### src/rtl/load_store_unit_if.sv
// Request, completion and data-memory signals of the load/store unit.
// The slave modport is the unit itself; master is its environment (core side plus memory).
interface load_store_unit_if #(
  parameter int ADDR_WIDTH = 5
);
  logic                  i_req;
  logic                  i_we;
  logic [1:0]            i_size;
  logic                  i_unsigned;
  logic [31:0]           i_addr;
  logic [31:0]           i_wdata;
  logic                  o_busy;
  logic                  o_done;
  logic                  o_misaligned;
  logic [31:0]           o_rdata;
  logic [ADDR_WIDTH-1:0] o_mem_addr;
  logic                  o_mem_read;
  logic                  o_mem_write;
  logic [31:0]           o_mem_wdata;
  logic [31:0]           i_mem_rdata;

  modport slave (
    input  i_req, i_we, i_size, i_unsigned, i_addr, i_wdata, i_mem_rdata,
    output o_busy, o_done, o_misaligned, o_rdata,
           o_mem_addr, o_mem_read, o_mem_write, o_mem_wdata
  );

  modport master (
    output i_req, i_we, i_size, i_unsigned, i_addr, i_wdata, i_mem_rdata,
    input  o_busy, o_done, o_misaligned, o_rdata,
           o_mem_addr, o_mem_read, o_mem_write, o_mem_wdata
  );
endinterface

### src/rtl/load_store_unit.sv
// Byte-addressed load/store front end for a word-wide data memory.
// Sub-word stores are read-modify-write; all outputs are registered.
module load_store_unit #(
  parameter int ADDR_WIDTH = 5
) (
  input logic              i_clk,
  input logic              i_rst_n,
  load_store_unit_if.slave bus
);

  typedef enum logic [2:0] {IDLE, RD, CAP, WR, DONE} state_t;

  state_t                state, state_n;
  logic                  we_q, we_n;
  logic [1:0]            size_q, size_n;
  logic                  uns_q, uns_n;
  logic [1:0]            lane_q, lane_n;
  logic [15:0]           wdata_q, wdata_n;
  logic                  busy_q, busy_n;
  logic                  done_q, done_n;
  logic                  mis_q, mis_n;
  logic                  rd_q, rd_n;
  logic                  wr_q, wr_n;
  logic [31:0]           rdata_q, rdata_n;
  logic [31:0]           mem_wdata_q, mem_wdata_n;
  logic [ADDR_WIDTH-1:0] mem_addr_q, mem_addr_n;

  // Address bits above the memory window wrap away by design.
  logic unused_addr_bits;
  assign unused_addr_bits = ^bus.i_addr[31:ADDR_WIDTH+2];

  function automatic logic is_bad(input logic [1:0] size, input logic [1:0] a);
    case (size)
      2'b00:   is_bad = 1'b0;
      2'b01:   is_bad = a[0];
      2'b10:   is_bad = |a;
      default: is_bad = 1'b1;
    endcase
  endfunction

  function automatic logic [31:0] extract(input logic [31:0] w, input logic [1:0] size,
                                          input logic uns, input logic [1:0] lane);
    logic [7:0]  b;
    logic [15:0] h;
    b = w[{lane, 3'b000} +: 8];
    h = w[{lane[1], 4'b0000} +: 16];
    case (size)
      2'b00:   extract = uns ? {24'd0, b} : {{24{b[7]}}, b};
      2'b01:   extract = uns ? {16'd0, h} : {{16{h[15]}}, h};
      default: extract = w;
    endcase
  endfunction

  function automatic logic [31:0] merge(input logic [31:0] w, input logic [1:0] size,
                                        input logic [1:0] lane, input logic [15:0] d);
    merge = w;
    if (size == 2'b00) merge[{lane, 3'b000} +: 8] = d[7:0];
    else               merge[{lane[1], 4'b0000} +: 16] = d;
  endfunction

  always_comb begin
    state_n     = state;
    we_n        = we_q;
    size_n      = size_q;
    uns_n       = uns_q;
    lane_n      = lane_q;
    wdata_n     = wdata_q;
    mis_n       = 1'b0;
    rdata_n     = rdata_q;
    mem_wdata_n = mem_wdata_q;
    mem_addr_n  = mem_addr_q;
    case (state)
      IDLE: if (bus.i_req) begin
        we_n    = bus.i_we;
        size_n  = bus.i_size;
        uns_n   = bus.i_unsigned;
        lane_n  = bus.i_addr[1:0];
        wdata_n = bus.i_wdata[15:0];
        rdata_n = '0;
        if (is_bad(bus.i_size, bus.i_addr[1:0])) begin
          state_n = DONE;
          mis_n   = 1'b1;
        end else begin
          mem_addr_n = bus.i_addr[ADDR_WIDTH+1:2];
          if (bus.i_we && bus.i_size == 2'b10) begin
            state_n     = WR;
            mem_wdata_n = bus.i_wdata;
          end else begin
            state_n = RD;
          end
        end
      end
      RD:  state_n = CAP;
      // Memory word is on i_mem_rdata this cycle: either extract the load
      // result or register the merged word as the write data.
      CAP: if (we_q) begin
        state_n     = WR;
        mem_wdata_n = merge(bus.i_mem_rdata, size_q, lane_q, wdata_q);
      end else begin
        state_n = DONE;
        rdata_n = extract(bus.i_mem_rdata, size_q, uns_q, lane_q);
      end
      WR:      state_n = DONE;
      DONE:    state_n = IDLE;
      default: state_n = IDLE;
    endcase
    busy_n = (state_n != IDLE);
    done_n = (state_n == DONE);
    rd_n   = (state_n == RD);
    wr_n   = (state_n == WR);
  end

  always_ff @(posedge i_clk or negedge i_rst_n) begin
    if (!i_rst_n) begin
      state       <= IDLE;
      we_q        <= 1'b0;
      size_q      <= '0;
      uns_q       <= 1'b0;
      lane_q      <= '0;
      wdata_q     <= '0;
      busy_q      <= 1'b0;
      done_q      <= 1'b0;
      mis_q       <= 1'b0;
      rd_q        <= 1'b0;
      wr_q        <= 1'b0;
      rdata_q     <= '0;
      mem_wdata_q <= '0;
      mem_addr_q  <= '0;
    end else begin
      state       <= state_n;
      we_q        <= we_n;
      size_q      <= size_n;
      uns_q       <= uns_n;
      lane_q      <= lane_n;
      wdata_q     <= wdata_n;
      busy_q      <= busy_n;
      done_q      <= done_n;
      mis_q       <= mis_n;
      rd_q        <= rd_n;
      wr_q        <= wr_n;
      rdata_q     <= rdata_n;
      mem_wdata_q <= mem_wdata_n;
      mem_addr_q  <= mem_addr_n;
    end
  end

  assign bus.o_busy       = busy_q;
  assign bus.o_done       = done_q;
  assign bus.o_misaligned = mis_q;
  assign bus.o_rdata      = rdata_q;
  assign bus.o_mem_addr   = mem_addr_q;
  assign bus.o_mem_read   = rd_q;
  assign bus.o_mem_write  = wr_q;
  assign bus.o_mem_wdata  = mem_wdata_q;

endmodule

### src/flat_wrapper.sv
// flat-port wrapper written by rule: the top's interface ports become plain ports
module load_store_unit_flat 
#(
  parameter int ADDR_WIDTH = 5
)
  (i_clk, i_rst_n, bus_i_req, bus_i_we, bus_i_size, bus_i_unsigned, bus_i_addr, bus_i_wdata, bus_i_mem_rdata, bus_o_busy, bus_o_done, bus_o_misaligned, bus_o_rdata, bus_o_mem_addr, bus_o_mem_read, bus_o_mem_write, bus_o_mem_wdata);
  load_store_unit_if #(.ADDR_WIDTH(ADDR_WIDTH)) bus_i ();
  input logic i_clk;
  input logic i_rst_n;
  input wire logic [$bits(bus_i.i_req)-1:0] bus_i_req;
  input wire logic [$bits(bus_i.i_we)-1:0] bus_i_we;
  input wire logic [$bits(bus_i.i_size)-1:0] bus_i_size;
  input wire logic [$bits(bus_i.i_unsigned)-1:0] bus_i_unsigned;
  input wire logic [$bits(bus_i.i_addr)-1:0] bus_i_addr;
  input wire logic [$bits(bus_i.i_wdata)-1:0] bus_i_wdata;
  input wire logic [$bits(bus_i.i_mem_rdata)-1:0] bus_i_mem_rdata;
  output wire logic [$bits(bus_i.o_busy)-1:0] bus_o_busy;
  output wire logic [$bits(bus_i.o_done)-1:0] bus_o_done;
  output wire logic [$bits(bus_i.o_misaligned)-1:0] bus_o_misaligned;
  output wire logic [$bits(bus_i.o_rdata)-1:0] bus_o_rdata;
  output wire logic [$bits(bus_i.o_mem_addr)-1:0] bus_o_mem_addr;
  output wire logic [$bits(bus_i.o_mem_read)-1:0] bus_o_mem_read;
  output wire logic [$bits(bus_i.o_mem_write)-1:0] bus_o_mem_write;
  output wire logic [$bits(bus_i.o_mem_wdata)-1:0] bus_o_mem_wdata;
  assign bus_i.i_req = bus_i_req;
  assign bus_i.i_we = bus_i_we;
  assign bus_i.i_size = bus_i_size;
  assign bus_i.i_unsigned = bus_i_unsigned;
  assign bus_i.i_addr = bus_i_addr;
  assign bus_i.i_wdata = bus_i_wdata;
  assign bus_i.i_mem_rdata = bus_i_mem_rdata;
  assign bus_o_busy = bus_i.o_busy;
  assign bus_o_done = bus_i.o_done;
  assign bus_o_misaligned = bus_i.o_misaligned;
  assign bus_o_rdata = bus_i.o_rdata;
  assign bus_o_mem_addr = bus_i.o_mem_addr;
  assign bus_o_mem_read = bus_i.o_mem_read;
  assign bus_o_mem_write = bus_i.o_mem_write;
  assign bus_o_mem_wdata = bus_i.o_mem_wdata;
  load_store_unit #(.ADDR_WIDTH(ADDR_WIDTH)) u_core (.i_clk(i_clk), .i_rst_n(i_rst_n), .bus(bus_i));
endmodule
### config.mk
export PLATFORM = sky130hd
export DESIGN_NAME = load_store_unit_flat
export DESIGN_NICKNAME = d
export VERILOG_FILES = /design/src/rtl/load_store_unit_if.sv /design/src/rtl/load_store_unit.sv /design/src/flat_wrapper.sv
export SDC_FILE = /design/constraint.sdc
export NUM_CORES = 1
export LEC_CHECK = 0
export BUFFER_PORTS_ARGS = -buffer_cell sky130_fd_sc_hd__buf_2
export CAP_MARGIN = 30
export CELL_PAD_IN_SITES_DETAIL_PLACEMENT = 2
export CELL_PAD_IN_SITES_GLOBAL_PLACEMENT = 2
export CORE_MARGIN = 2
export CORE_UTILIZATION = 31
export CTS_CLUSTER_SIZE = 14
export DETAILED_ROUTE_END_ITERATION = 16
export PLACE_DENSITY_LB_ADDON = 0.1
export RECOVER_POWER = 25
export SETUP_SLACK_MARGIN = 0.02
export SLEW_MARGIN = 20
export SYNTH_ARGS = -nofsm -noshare
export SYNTH_HDL_FRONTEND = slang
export SYNTH_SLANG_ARGS = --single-unit
### constraint.sdc
create_clock -name i_clk -period 3 [get_ports i_clk]
set_clock_uncertainty 0.15 [all_clocks]
set_input_delay 0.75 -clock i_clk [delete_from_list [all_inputs] [get_ports i_clk]]
set_output_delay 0.75 -clock i_clk [all_outputs]
set_load 0.01 [all_outputs]
* Word level (Yosys, flattened, before mapping)
Index checks and enable logic that the tools add are counted.
** Cells by class
- Add/subtract/negate cells :: 2
- Shift-type cells :: 6
- Multiplexer cells :: 25
- Eq/ne operators :: 14
- Bitwise logic cells :: 1
- Reduce and logical (&&, ||, !) cells :: 11
** Operators with widths (count)
- 2-to-1 mux 32 bit :: 9
- case mux 32 bit (2 select lines) :: 3
- bitwise mux 32 bit :: 2
- variable shift 16 x 7 -> 32 bit, first input constant :: 1
- variable shift 8 x 7 -> 32 bit, first input constant :: 1
- indexed part select 16 x 7 -> 32 bit :: 1
- indexed part select 32 x 6 -> 16 bit :: 1
- indexed part select 32 x 6 -> 8 bit :: 1
- indexed part select 8 x 7 -> 32 bit :: 1
- negation 5 -> 7 bit :: 2
- case mux 3 bit (4 select lines) :: 1
- == test 3 x 2 -> 1 bit, second input constant :: 3
- 2-to-1 mux 3 bit :: 3
- == test 3 x 1 -> 1 bit, second input constant :: 2
- != test 2 bit, second input constant :: 3
- AND reduction 3 bit :: 2
- 2-to-1 mux 1 bit :: 5
- AND reduction 5 bit :: 1
- == test 2 x 1 -> 1 bit, second input constant :: 2
- logical NOT 2 bit :: 2
- != test 2 x 1 -> 1 bit, second input constant :: 2
- == test 3 bit, second input constant :: 1
- logical NOT 3 bit :: 1
- case mux 1 bit (3 select lines) :: 1
- other kinds (8) :: 8
** Word-level totals
- Flip-flop bits (word level) :: 99
- Output and inout bits :: 74

* Longest topological paths before layout
- Depth in word-level cells :: 8
- Gate-level depth with buffers :: 9

* Least setup slack after synthesis
OpenSTA, ideal clock, no wires.
- Path kind :: register to register
- Start :: reg u_core.lane_q[1]
- End :: reg u_core.mem_wdata_q[10], in the netlist u_core.bus.o_mem_wdata[10]
- Path buffers :: 3
- Stages on the path, launching flop included :: 10
- Slack :: 0.539 ns
- Arrival :: 2.187 ns
- Cell sequence :: dfrtp_1 > buf_2 > buf_2 > inv_1 > ha_1 > and4b_1 > clkbuf_1 > a221oi_1 > o21ai_0 > mux2_2
** On the way
- Longest elaborated chain between the ends :: 6
- Elaborated cells between the ends (all ways) :: 11
- Classes of those cells :: add/sub (2); shift (4); mux (5)
** RTL lines
- start, declared :: line load_store_unit.sv:17 : logic [1:0] lane_q, lane_n;
- start signal, assigned :: line load_store_unit.sv:134 : lane_q <= lane_n;
- negation 5 -> 7 bit (on tied branches) :: line load_store_unit.sv:58, load_store_unit.sv:57
- indexed part select 16 x 7 -> 32 bit, or another cell as far along :: line load_store_unit.sv:58 : else merge[{lane[1], 4'b0000} +: 16] = d;
- bitwise mux 32 bit (on tied branches) :: line load_store_unit.sv:58, load_store_unit.sv:57
- 2-to-1 mux 32 bit * :: line load_store_unit.sv:57 : if (size == 2'b00) merge[{lane, 3'b000} +: 8] = d[7:0];
- 2-to-1 mux 32 bit * :: line load_store_unit.sv:96 : CAP: if (we_q) begin
- case mux 32 bit (2 select lines) * :: line load_store_unit.sv:72 : case (state)
- end signal, assigned :: line load_store_unit.sv:142 : mem_wdata_q <= mem_wdata_n;
- end, declared :: line load_store_unit.sv:25 : logic [31:0] mem_wdata_q, mem_wdata_n;
Mark *: on every way between the ends. The rest lies on a longest branch, timed or not. The select of a mux whose other input is x is not followed.
A chain may end at the register's enable or synchronous reset.

* Worst setup path in the final report
- Start :: reg u_core.size_q[0]
- End :: reg u_core.rdata_q[21], in the netlist u_core.bus.o_rdata[21]
** On the way
- Longest elaborated chain between the ends :: 4
- Elaborated cells between the ends (all ways) :: 5
- Classes of those cells :: eq/ne (1); mux (3); reduce/logical (1)
** RTL lines
- start, declared :: line load_store_unit.sv:15 : logic [1:0] size_q, size_n;
- start signal, assigned :: line load_store_unit.sv:132 : size_q <= size_n;
- == test 2 x 1 -> 1 bit or logical NOT 2 bit (tied branches) :: line load_store_unit.sv:47 : case (size)
- case mux 32 bit (2 select lines) * :: line load_store_unit.sv:47
- 2-to-1 mux 32 bit * :: line load_store_unit.sv:96
- case mux 32 bit (2 select lines) * :: line load_store_unit.sv:72
- end signal, assigned :: line load_store_unit.sv:141 : rdata_q <= rdata_n;
- end, declared :: line load_store_unit.sv:24 : logic [31:0] rdata_q, rdata_n;
Marks and branches as above.

==> results.tsv <==
metric	value	unit
ys.flop_type	dfrtp_1	
finalSetupViolCount	0	
cap_violations	0	
routabilityCongestion	0.7880	
yosysWarnings	0	
timing.final.ws_setup	396.8	ps
synthArstFlopShare	100.0	%
layout_common_cells	buf_2, nand2_1, dfrtp_1	
fin_tns_setup	0	ps
rsz0062_at_grt	false	
grt.total_usage	22.87	%
die_w	138.0	um
cts_hold_buf	0	
synth_nets	658	
cts_sinks	99	
synth_edf_count	0	
final_util	38.67	%
whs	352.3	ps
end_kind	register	
yosysUniqueCellTypes	46	
p_leak	3.221	nW
nets	793	
holdPathStages	1	
n_fill_cell	1992	
layout_min_cycle_time	2603	ps
core	0.01778	mm2
power.density	1120	mW/mm2
hpwl	15750	um
synth_seq_cells	99	
hp-class	register to register	
fmax	384.1	MHz
drt_iter0_drc	306	
syn-cell-area	0.005568	mm2
dr_wl_met3	1123	um
grt_pass1_wl	33950	um
yosysSeqAreaShare	44.49	%
antenna_found_initial	0	
critPathSlowestCell	a2111oi_4	
start_util	31.32	%
die_h	138.0	um
final_common_cell	buf_2	
clk_pin_slew	70	ps
antenna_cells	0	
post_cts_buffers	0	
insertion_delay	360	ps
crit_type	register to register	
place_area	0.006566	mm2
peakVddDrop	0.3625	mV
wirelength	21780	um
cts_tree	built	
cts_root_buf	clkbuf_16	
post-route-drc-count	0	
gr-total-overflow	0	
drt-met1-wl	9634	um
pin_count	177	
multi_input_area	0.002845	mm2
hold_viol	0	
crit_arrival	2750	ps
worstPathCellList	nor3b_4 > a22oi_2 > a2111oi_4 > a221o_1	
cp_max_fo	20	
drive_gt1_share	38.55	%
status	completed	
dr_total_vias	5168	
dieArea	0.01905	mm2
grt_max_degree	46	
wl_met2	10640	um
io_buffers	151	
required	3140	ps
slew_headroom	10.04	%
grt_pass1_vias	5632	
htree_levels	3	
top_layer	met4	
max_stage_delay	910	ps
avgViaCountPerCell	5.624	
period_share	86.77	%
first_pass_iters	4	
final-seq-area	0.002477	mm2
worst_pin_slew	1349	ps
fin_area	0.006875	mm2
cts_inserted_buffers	9	
r2r_cells	4	
dp_slack	246.8	ps
synth.avg_cell_area	10.12	um2
area_delta_synth_final	23.48	%
avgRoutedWirePerCell	23.70	um
syn_inst	550	
cts_resized	0	
cts.path.max_buffers	2	
rows	49	
detail-route-antenna-nets	0	
cp-start-kind	register	
drv_slew	0	
==> metrics by stage <==
| stage | instances | power, mW |
|---|---|---|
| 4_1_cts | 919 | 7.775 |
| 2_1_floorplan | 550 | 4.910 |
| 3_5_place_dp | 903 | 6.406 |
| 5_1_grt | 919 | 8.243 |
| 3_3_place_gp | 903 | 6.257 |
| 6_report | 919 | 7.701 |
==> logic make-up (layout without fill, tap and decap cells) <==
logic type	after synthesis	after routing	synth area share, %
flops	99	99	44.49
buf+inv	52	192	4.472
simple gates	158	158	14.47
compound gates	165	165	21.10
fa+ha+maj	5	5	1.124
mux	71	71	14.34
==> synth_stat cells, drive strengths merged (2+ instances only) <==
master / instances / area (um2)
o21ai: 80 / 415.4
nor3: 3 / 15.01
nand2: 103 / 386.6
a32oi: 8 / 70.07
ha: 5 / 62.56
buf: 21 / 132.6
nor3b: 2 / 37.54
nor2: 6 / 22.52
and3b: 3 / 26.28
a21oi: 14 / 70.07
a221o: 16 / 160.2
a32o: 8 / 80.08
or3: 2 / 12.51
a222oi: 4 / 40.04
nand3: 5 / 25.02
a221oi: 24 / 210.2
dfrtp: 99 / 2477
nor4b: 2 / 32.53
mux2: 70 / 788.3
inv: 7 / 26.28
nand2b: 11 / 68.82
or3b: 2 / 17.52
clkbuf: 24 / 90.09
a211o: 2 / 17.52
a22o: 2 / 17.52
nor2b: 4 / 25.02
and2: 2 / 12.51
nor4bb: 10 / 100.1
==> worst paths after layout <==
| path | from | endpoint | slack [ps] |
|---|---|---|---|
| hold / removal | u_core.bus.o_rdata[11] | u_core.bus.o_rdata[11] | 350 |
| setup / recovery | u_core.size_q[0] | u_core.bus.o_rdata[21] | 400 |
| min in group asynchronous | i_rst_n | u_core.bus.o_busy | 520 |
| max in group asynchronous | i_rst_n | u_core.bus.o_mem_wdata[16] | 660 |
| hold reg to reg | u_core.bus.o_rdata[11] | u_core.bus.o_rdata[11] | 350 |
| setup reg to reg | u_core.size_q[0] | u_core.bus.o_rdata[21] | 400 |
==> per-layer routing <==
layer	track usage, %	vias to the layer above
li1	-	2318
met5	0	-
met2	37.60	158
met4	7.304	0
met1	31.28	2668
met3	3.256	24
==> report_power, final <==
part / total (mW) / internal (mW) / leakage [nW] / switching (mW)
clock: 1.32 / 0.757 / 0.163 / 0.568
combinational: 3.81 / 1.64 / 1.80 / 2.17
sequential: 2.57 / 1.97 / 1.26 / 0.598
==> area by class of cell <==
type	count	area share, %
clock inverter	6	1.274
timing repair buffer	169	13.28
multi-input combinational	399	41.38
sequential	99	36.03
clock buffer	10	3.476
inverter	7	0.3822
tap	229	4.167
==> flip-flops by register name, summed over array words and instances (netlist names) <==
register	cells
u_core.lane_q	2
u_core.size_q	2
u_core.bus.o_done	1
u_core.state	3
u_core.bus.o_misaligned	1
u_core.bus.o_busy	1
u_core.bus.o_mem_wdata	32
u_core.wdata_q	16
u_core.bus.o_mem_read	1
u_core.bus.o_mem_addr	5
u_core.we_q	1
u_core.bus.o_rdata	32
u_core.bus.o_mem_write	1
u_core.uns_q	1
==> critical path, delay by kind of cell, from the launching register on <==
kind / cells / cell delay, ps
compound gates: 3 / 1280
flops: 1 / 660
simple gates: 1 / 440
(Power assumes the default switching activity.)
